File: src/rtl/obi_bus_responder.sv
// Protocol-correct OBI memory responder driven by free solver bits for formal environments.
// Define OBI_RESP_FAIRNESS_EN to bound grant and response stalls by MAX_STALL cycles.
module obi_bus_responder #(
    parameter int unsigned MAX_OUTSTANDING = 2,
    parameter int unsigned MAX_STALL       = 4
) (
    input  logic        clock,
    input  logic        reset,
    input  logic        req_i,
    input  logic [31:0] addr_i,
    input  logic        we_i,
    input  logic [3:0]  be_i,
    input  logic [31:0] wdata_i,
    input  logic        rand_gnt_i,
    input  logic        rand_rvalid_i,
    input  logic [31:0] rand_rdata_i,
    output logic        gnt_o,
    output logic        rvalid_o,
    output logic [31:0] rdata_o,
    output logic [2:0]  outstanding_o,
    output logic        violation_o
);

    localparam logic [2:0] MAX_CNT = 3'(MAX_OUTSTANDING);

    typedef struct packed {
        logic [31:0] addr;
        logic        we;
        logic [3:0]  be;
        logic [31:0] wdata;
    } req_fields_t;

    logic [2:0]  cnt_q;
    logic        room;
    logic        force_gnt;
    logic        force_rsp;
    logic        hold_valid_q;
    logic        violation_q;
    req_fields_t cur_req;
    req_fields_t held_q;

    assign cur_req = '{addr: addr_i, we: we_i, be: be_i, wdata: wdata_i};
    assign room    = (cnt_q < MAX_CNT);

    // Grant and response depend only on inputs and registered state, so no input-to-state loop.
    assign gnt_o    = !reset && req_i && room && (rand_gnt_i || force_gnt);
    assign rvalid_o = !reset && (cnt_q != 3'd0) && (rand_rvalid_i || force_rsp);
    assign rdata_o  = rvalid_o ? rand_rdata_i : 32'h0;

    // Registered status reads as zero while reset is held, even before the first clean edge.
    assign outstanding_o = reset ? 3'd0 : cnt_q;
    assign violation_o   = reset ? 1'b0 : violation_q;

    // NOTE: sequential state uses non-blocking assignments so every flop samples pre-edge values.
    always_ff @(posedge clock) begin
        if (reset) begin
            cnt_q <= 3'd0;
        end else begin
            cnt_q <= cnt_q + {2'b00, gnt_o} - {2'b00, rvalid_o};
        end
    end

    // A stalled request must stay asserted with identical fields until it is granted.
    always_ff @(posedge clock) begin
        if (reset) begin
            hold_valid_q <= 1'b0;
            violation_q  <= 1'b0;
        end else begin
            if (hold_valid_q && (!req_i || (cur_req != held_q))) begin
                violation_q <= 1'b1;
            end
            if (gnt_o) begin
                hold_valid_q <= 1'b0;
            end else if (req_i) begin
                hold_valid_q <= 1'b1;
            end
        end
    end

    // NOTE: the held copy is plain datapath with no reset; hold_valid_q alone qualifies it.
    always_ff @(posedge clock) begin
        if (req_i && !gnt_o) begin
            held_q <= cur_req;
        end
    end

`ifdef OBI_RESP_FAIRNESS_EN
    localparam logic [3:0] STALL_LIM = 4'(MAX_STALL);

    logic [3:0] gnt_wait_q;
    logic [3:0] rsp_wait_q;

    assign force_gnt = (gnt_wait_q == STALL_LIM);
    assign force_rsp = (rsp_wait_q == STALL_LIM);

    always_ff @(posedge clock) begin
        if (reset) begin
            gnt_wait_q <= 4'd0;
            rsp_wait_q <= 4'd0;
        end else begin
            // A request blocked only by a full window keeps its accumulated wait.
            if (gnt_o || !req_i) begin
                gnt_wait_q <= 4'd0;
            end else if (room && (gnt_wait_q != STALL_LIM)) begin
                gnt_wait_q <= gnt_wait_q + 4'd1;
            end

            if (rvalid_o || (cnt_q == 3'd0)) begin
                rsp_wait_q <= 4'd0;
            end else if (rsp_wait_q != STALL_LIM) begin
                rsp_wait_q <= rsp_wait_q + 4'd1;
            end
        end
    end
`else
    assign force_gnt = 1'b0;
    assign force_rsp = 1'b0;
`endif

endmodule

File: config.mk
export PLATFORM = sky130hd
export DESIGN_NAME = obi_bus_responder
export DESIGN_NICKNAME = d
export VERILOG_FILES = /design/src/rtl/obi_bus_responder.sv
export SDC_FILE = /design/constraint.sdc
export NUM_CORES = 1
export LEC_CHECK = 0
export CAP_MARGIN = 30
export CORE_ASPECT_RATIO = 0.6
export CORE_MARGIN = 2
export CORE_UTILIZATION = 49
export CTS_BUF_LIST = sky130_fd_sc_hd__clkbuf_2 sky130_fd_sc_hd__clkbuf_4 sky130_fd_sc_hd__clkbuf_8
export DETAILED_ROUTE_END_ITERATION = 10
export DONT_BUFFER_PORTS = 1
export PLACE_DENSITY = 0.65
export SYNTH_ARGS = -nofsm -noshare
export SYNTH_HDL_FRONTEND = slang
export SYNTH_SLANG_ARGS = --single-unit
File: constraint.sdc
create_clock -name clock -period 5.8 [get_ports clock]
set_clock_uncertainty 0.05 [all_clocks]
set_input_delay 1.16 -clock clock [delete_from_list [all_inputs] [get_ports clock]]
set_output_delay 1.16 -clock clock [all_outputs]
set_load 0.05 [all_outputs]
After elaboration in Yosys (flattened, before gate mapping)

Cells that the tools add are included.

Magnitude comparators: 1
Reduce and logical (&&, ||, !) cells: 13
Equal/unequal tests: 1
Add/sub/neg operators: 2
Multiplexer cells: 3

Operators by type and width:

| cell                                                                 | number |
|---|---|
| 69-bit != test                                                       | 1 |
| 32-bit two-way mux                                                   | 1 |
| 1-bit logical AND                                                    | 7 |
| 3-bit by 1-bit adder with 3-bit output                               | 1 |
| 1-bit zero test                                                      | 3 |
| 3-bit by 2-bit < comparator with 1-bit output, second input constant | 1 |
| 3-bit two-way mux                                                    | 1 |
| 3-bit nonzero test                                                   | 1 |
| 3-bit by 1-bit subtractor with 3-bit output                          | 1 |
| 2-bit OR reduction                                                   | 1 |
| 1-bit logical OR                                                     | 1 |
| 1-bit two-way mux                                                    | 1 |

Word-level logic and storage cells: 27
Flip-flop bits (word level): 74
Input bits: 106
Output and inout port bits: 38

Logic depth before layout (Yosys ltp)

Word-level depth: 6
Gate-level depth with buffers: 9
Depth with buffers taken out: 8

Worst setup path after synthesis

OpenSTA, ideal clock, no wires.

Kind: input port to flip-flop
From: in reset
To: reg held_q[0] in the netlist's numbering, enable pin
Arrival: 4.976 ns
Buffers on the path: 1
Path slack: 0.271 ns
Cell stages on the path: 3
Data required time: 5.247 ns
Path through: clkbuf_1 > and4b_1 > nor2b_1

Cells in the longest elaborated chain, start to end: 6

Ends and longest elaborated chain:

| item                            | RTL line | source |
|---|---|---|
| from (decl)                     | 8        | `input logic reset,` |
| 1-bit zero test                 | 46       | `assign gnt_o = !reset && req_i && room && (rand_gnt_i \|\| force_gnt);` |
| 1-bit logical AND (3 in series) | 46       |  |
| net gnt_o                       | 17       | `output logic gnt_o,` |
| 1-bit zero test                 | 82       | `if (req_i && !gnt_o) begin` |
| 1-bit logical AND               | 82       |  |
| to (signal assigned)            | 83       | `held_q <= cur_req;` |
| to (decl)                       | 40       | `req_fields_t held_q;` |

The timed path passes the listed nets, and every way through them passes these cells.
A chain may end at the register's enable or synchronous reset.

Final worst setup path

From: in reset
To: out rdata_o[20]

Cells in the longest elaborated chain, start to end: 4

Ends and longest elaborated chain:

| item                            | RTL line | source |
|---|---|---|
| 1-bit zero test                 | 47       | `assign rvalid_o = !reset && (cnt_q != 3'd0) && (rand_rvalid_i \|\| force_rsp);` |
| 1-bit logical AND (2 in series) | 47       |  |
| 32-bit two-way mux              | 48       | `assign rdata_o = rvalid_o ? rand_rdata_i : 32'h0;` |
| to (decl)                       | 19       | `output logic [31:0] rdata_o,` |

Every way passes these cells.

==> flow_metrics.tcl <==
set metrics [dict create \
    drt-wirelength-per-cell_um 17.8 \
    grt_pass1_wl_um 9150 \
    nNetsFinal 365 \
    firstDrtPassIters 4 \
    avgSynthCellArea_sq_um 13.8 \
    n_antenna_cell 0 \
    post-route-cell-area_sq_mm 0.00372 \
    synth_ff_type "edfxtp_1" \
    hold_path.class "reg2reg" \
    num_rows 23 \
    clkLatencyLatePin_ns 0.36 \
    leakage_nw 1.34 \
    synthTopCellsByArea "edfxtp_1, xor2_1, and2_1" \
    holdBufCountCts 0 \
    p_sw_share_pct 28.8 \
    rsz0062_at_grt "false" \
    vias 1854 \
    slowest_delay_ns 0.51 \
    synthesis.area_sq_mm 0.00337 \
    syn_to_final_growth_pct 10.2 \
    grt_use_total_pct 16.7 \
    p_comb_share_pct 18.4 \
    power.share.clock_pct 32.2 \
    path_cells "nor3b_2, buf_6, and2_1" \
    grt_pass1_vias 1814 \
    syn_nets 355 \
    synth_compound_area_share_pct 2.86 \
    powerDensity_mw_per_mm2 359 \
    finalMaxSlewViolations 0 \
    final-setup-viol-count 0 \
    numClockSinks 74 \
    cp-end-kind "output port" \
    vdd_drop_max_mv 0.216 \
    post_dp_cell_area_sq_mm 0.00351 \
    criticalPathCategory "in2out" \
    yosys-top-cells-count "edfxtp_1, xor2_1, and2_1, inv_1" \
    tns_ns 0 \
    gr-total-overflow 0 \
    cp.arrival_ns 2.37 \
    critPathMaxFanout 21 \
    ys_warn_count 0 \
    synth.distinct_cells 26 \
    h-tree-depth 3 \
    drtIter0Drc 97 \
    synth_top_area_share_pct 61.4 \
    start_util_pct 50.5 \
    n_fill_cell 565 \
    startpoint_type "primary input" \
    synthCells 245 \
    finalHoldViolations 0 \
    cts_tree "built" \
    synth_top_family_by_area "simple AND/OR/NAND/NOR gates" \
    die_h_um 68.3 \
    yosysTopAreaCell "edfxtp_1" \
    p_seq_share_pct 49.4 \
    internal_power_mw 0.951 \
    detailedPlacementHpwl_um 4610 \
    drcViolationCount 0 \
    cts-root-buf "clkbuf_8" \
    outcome "finished clean" \
    via_per_inst 5.34 \
    dieArea_sq_mm 0.00759 \
    crit_buf_inv 1 \
    reg2reg_slack_ns 3.06 \
    routed_wl_um 6170 \
    synth_most_common_cell "edfxtp_1" \
    ant_nets 0 \
    grt_start_max_net_pins 46 \
    seq_area_frac_synth_pct 64.4 \
    fin_crit_sh_pct 61.8 \
    drv_cap 0 \
    cts_buffers 9 \
    antenna_found_initial 0 \
    clk_pin_slew_ns 0.07 \
    cts.path.max_buffers 2 \
    critPathTopFamily "simple AND/OR/NAND/NOR gates" \
    drive_gt1_share_pct 7.69 \
    cts_resized 0 \
    synth_seq_cells 74 \
    post_cts_buffers 0 \
    muxShareOfSynthArea_pct 0 \
    core_sq_mm 0.00668 \
    io_buffers 0 \
    synthAdderAreaFrac_pct 1.71 \
    max_slew.worst_pin.slew_ns 0.916 \
    synthArstFlopShare_pct 0 \
    p_switching_mw 0.385 \
    gp_congestion 0.714 \
    cp.required_ns 4.59 \
    dieWidth_um 111 \
    synthXorXnorAreaFrac_pct 14.3 \
    synth_simple_gate_area_share_pct 14.7 \
    synth_edf_count 69 \
    cp_slowest_cell "nor3b_2" \
    max_freq_mhz 279 \
    relSlewSlack_pct 38.7 \
    ios 144 \
    period_needed_ns 3.58 \
]
==> power by group through the flow <==
stage | Clock (mW) | Combinational, mW | Sequential (mW)
finish | 0.431 | 0.245 | 0.660
global route | 0.470 | 0.269 | 0.665
CTS | 0.445 | 0.248 | 0.660
detailed placement | 0 | 0.246 | 0.672
global placement | 0 | 0.243 | 0.670
floorplan | 0 | 0.215 | 0.671
==> registers in the layout, summed over array words and instances, names as in the netlist <==
register      cells
held_q           69
cnt_q             3
hold_valid_q      1
violation_q       1
==> layer usage <==
layer	share of wire [%]	global-route usage [%]	vias to the layer above
met5	0	0	-
met4	2.0	7.72	0
met2	41	21.5	81
met1	46	22.2	873
li1	-	-	889
met3	11	10.0	11
==> final cells by class <==
| type | count | area (sq um) | share of cell area, % |
|---|---|---|---|
| well taps | 87 | 109 | 2.93 |
| repair buffers | 3 | 26.3 | 0.706 |
| clock inverters | 6 | 81.3 | 2.19 |
| clock buffers | 10 | 131 | 3.53 |
| multi-input cells | 152 | 1140 | 30.7 |
| flip-flops and latches | 74 | 2170 | 58.4 |
| inverters | 15 | 56.3 | 1.51 |
==> cells by family after synthesis <==
group | count (synthesis)
buf+inv | 19
compound gates | 11
flops | 74
simple gates | 82
fa+ha+maj | 4
xor+xnor | 55
==> worst reg2reg max path: stages (launching register included) <==
cell and delay (ns):
dfxtp_1 0.34, inv_1 0.09, ha_1 0.21, and4b_1 0.40, nor2b_4 0.65, buf_4 0.60
==> cells in the final DEF, fill, tap and decap left out <==
cell	count
a211oi_1	1
and2_1	32
clkbuf_8	9
clkinv_1	1
nor2_1	7
nor3b_2	1
nor2b_4	1
xor2_1	50
clkinvlp_4	1
fa_1	1
nor2b_1	11
and4b_1	1
o2111ai_1	1
o2111a_1	2
nor4_1	12
nand4_1	5
bufinv_16	2
dfxtp_1	5
edfxtp_1	69
or4_1	1
a222oi_1	1
ha_1	3
nor3_1	4
buf_6	1
o22ai_1	2
nand3_1	1
nand2b_1	6
buf_4	2
clkbuf_4	1
inv_1	15
a221oi_1	1
clkinv_2	2
xnor2_1	5
a2111oi_0	3
==> worst paths after layout <==
path,start,end,cells past startpoint
worst max-delay path,reset,rdata_o[20],3
worst min-delay path,hold_valid_q$_SDFFE_PP0P_,violation_q$_SDFFE_PP0P_,2
worst max register to register,cnt_q[1]$_SDFF_PP0_,held_q[12]$_DFFE_PP_,5
worst min register to register,hold_valid_q$_SDFFE_PP0P_,violation_q$_SDFFE_PP0P_,2
==> metrics by stage <==
step / power (mW) / cells / hold WS [ns] / setup slack, ns / util, %
after floorplan: 0.886 / 245 / 0.407 / 0.271 / -
after global placement: 0.913 / 330 / 0.416 / 1.96 / 52.4
after detailed placement: 0.918 / 331 / 0.422 / 2.20 / 52.5
after CTS: 1.35 / 347 / 0.433 / 2.20 / 55.7
after global routing: 1.40 / 347 / 0.449 / 2.05 / 55.7
final: 1.34 / 347 / 0.433 / 2.22 / 55.7
No activity file was read; power rests on OpenSTA's default activity.
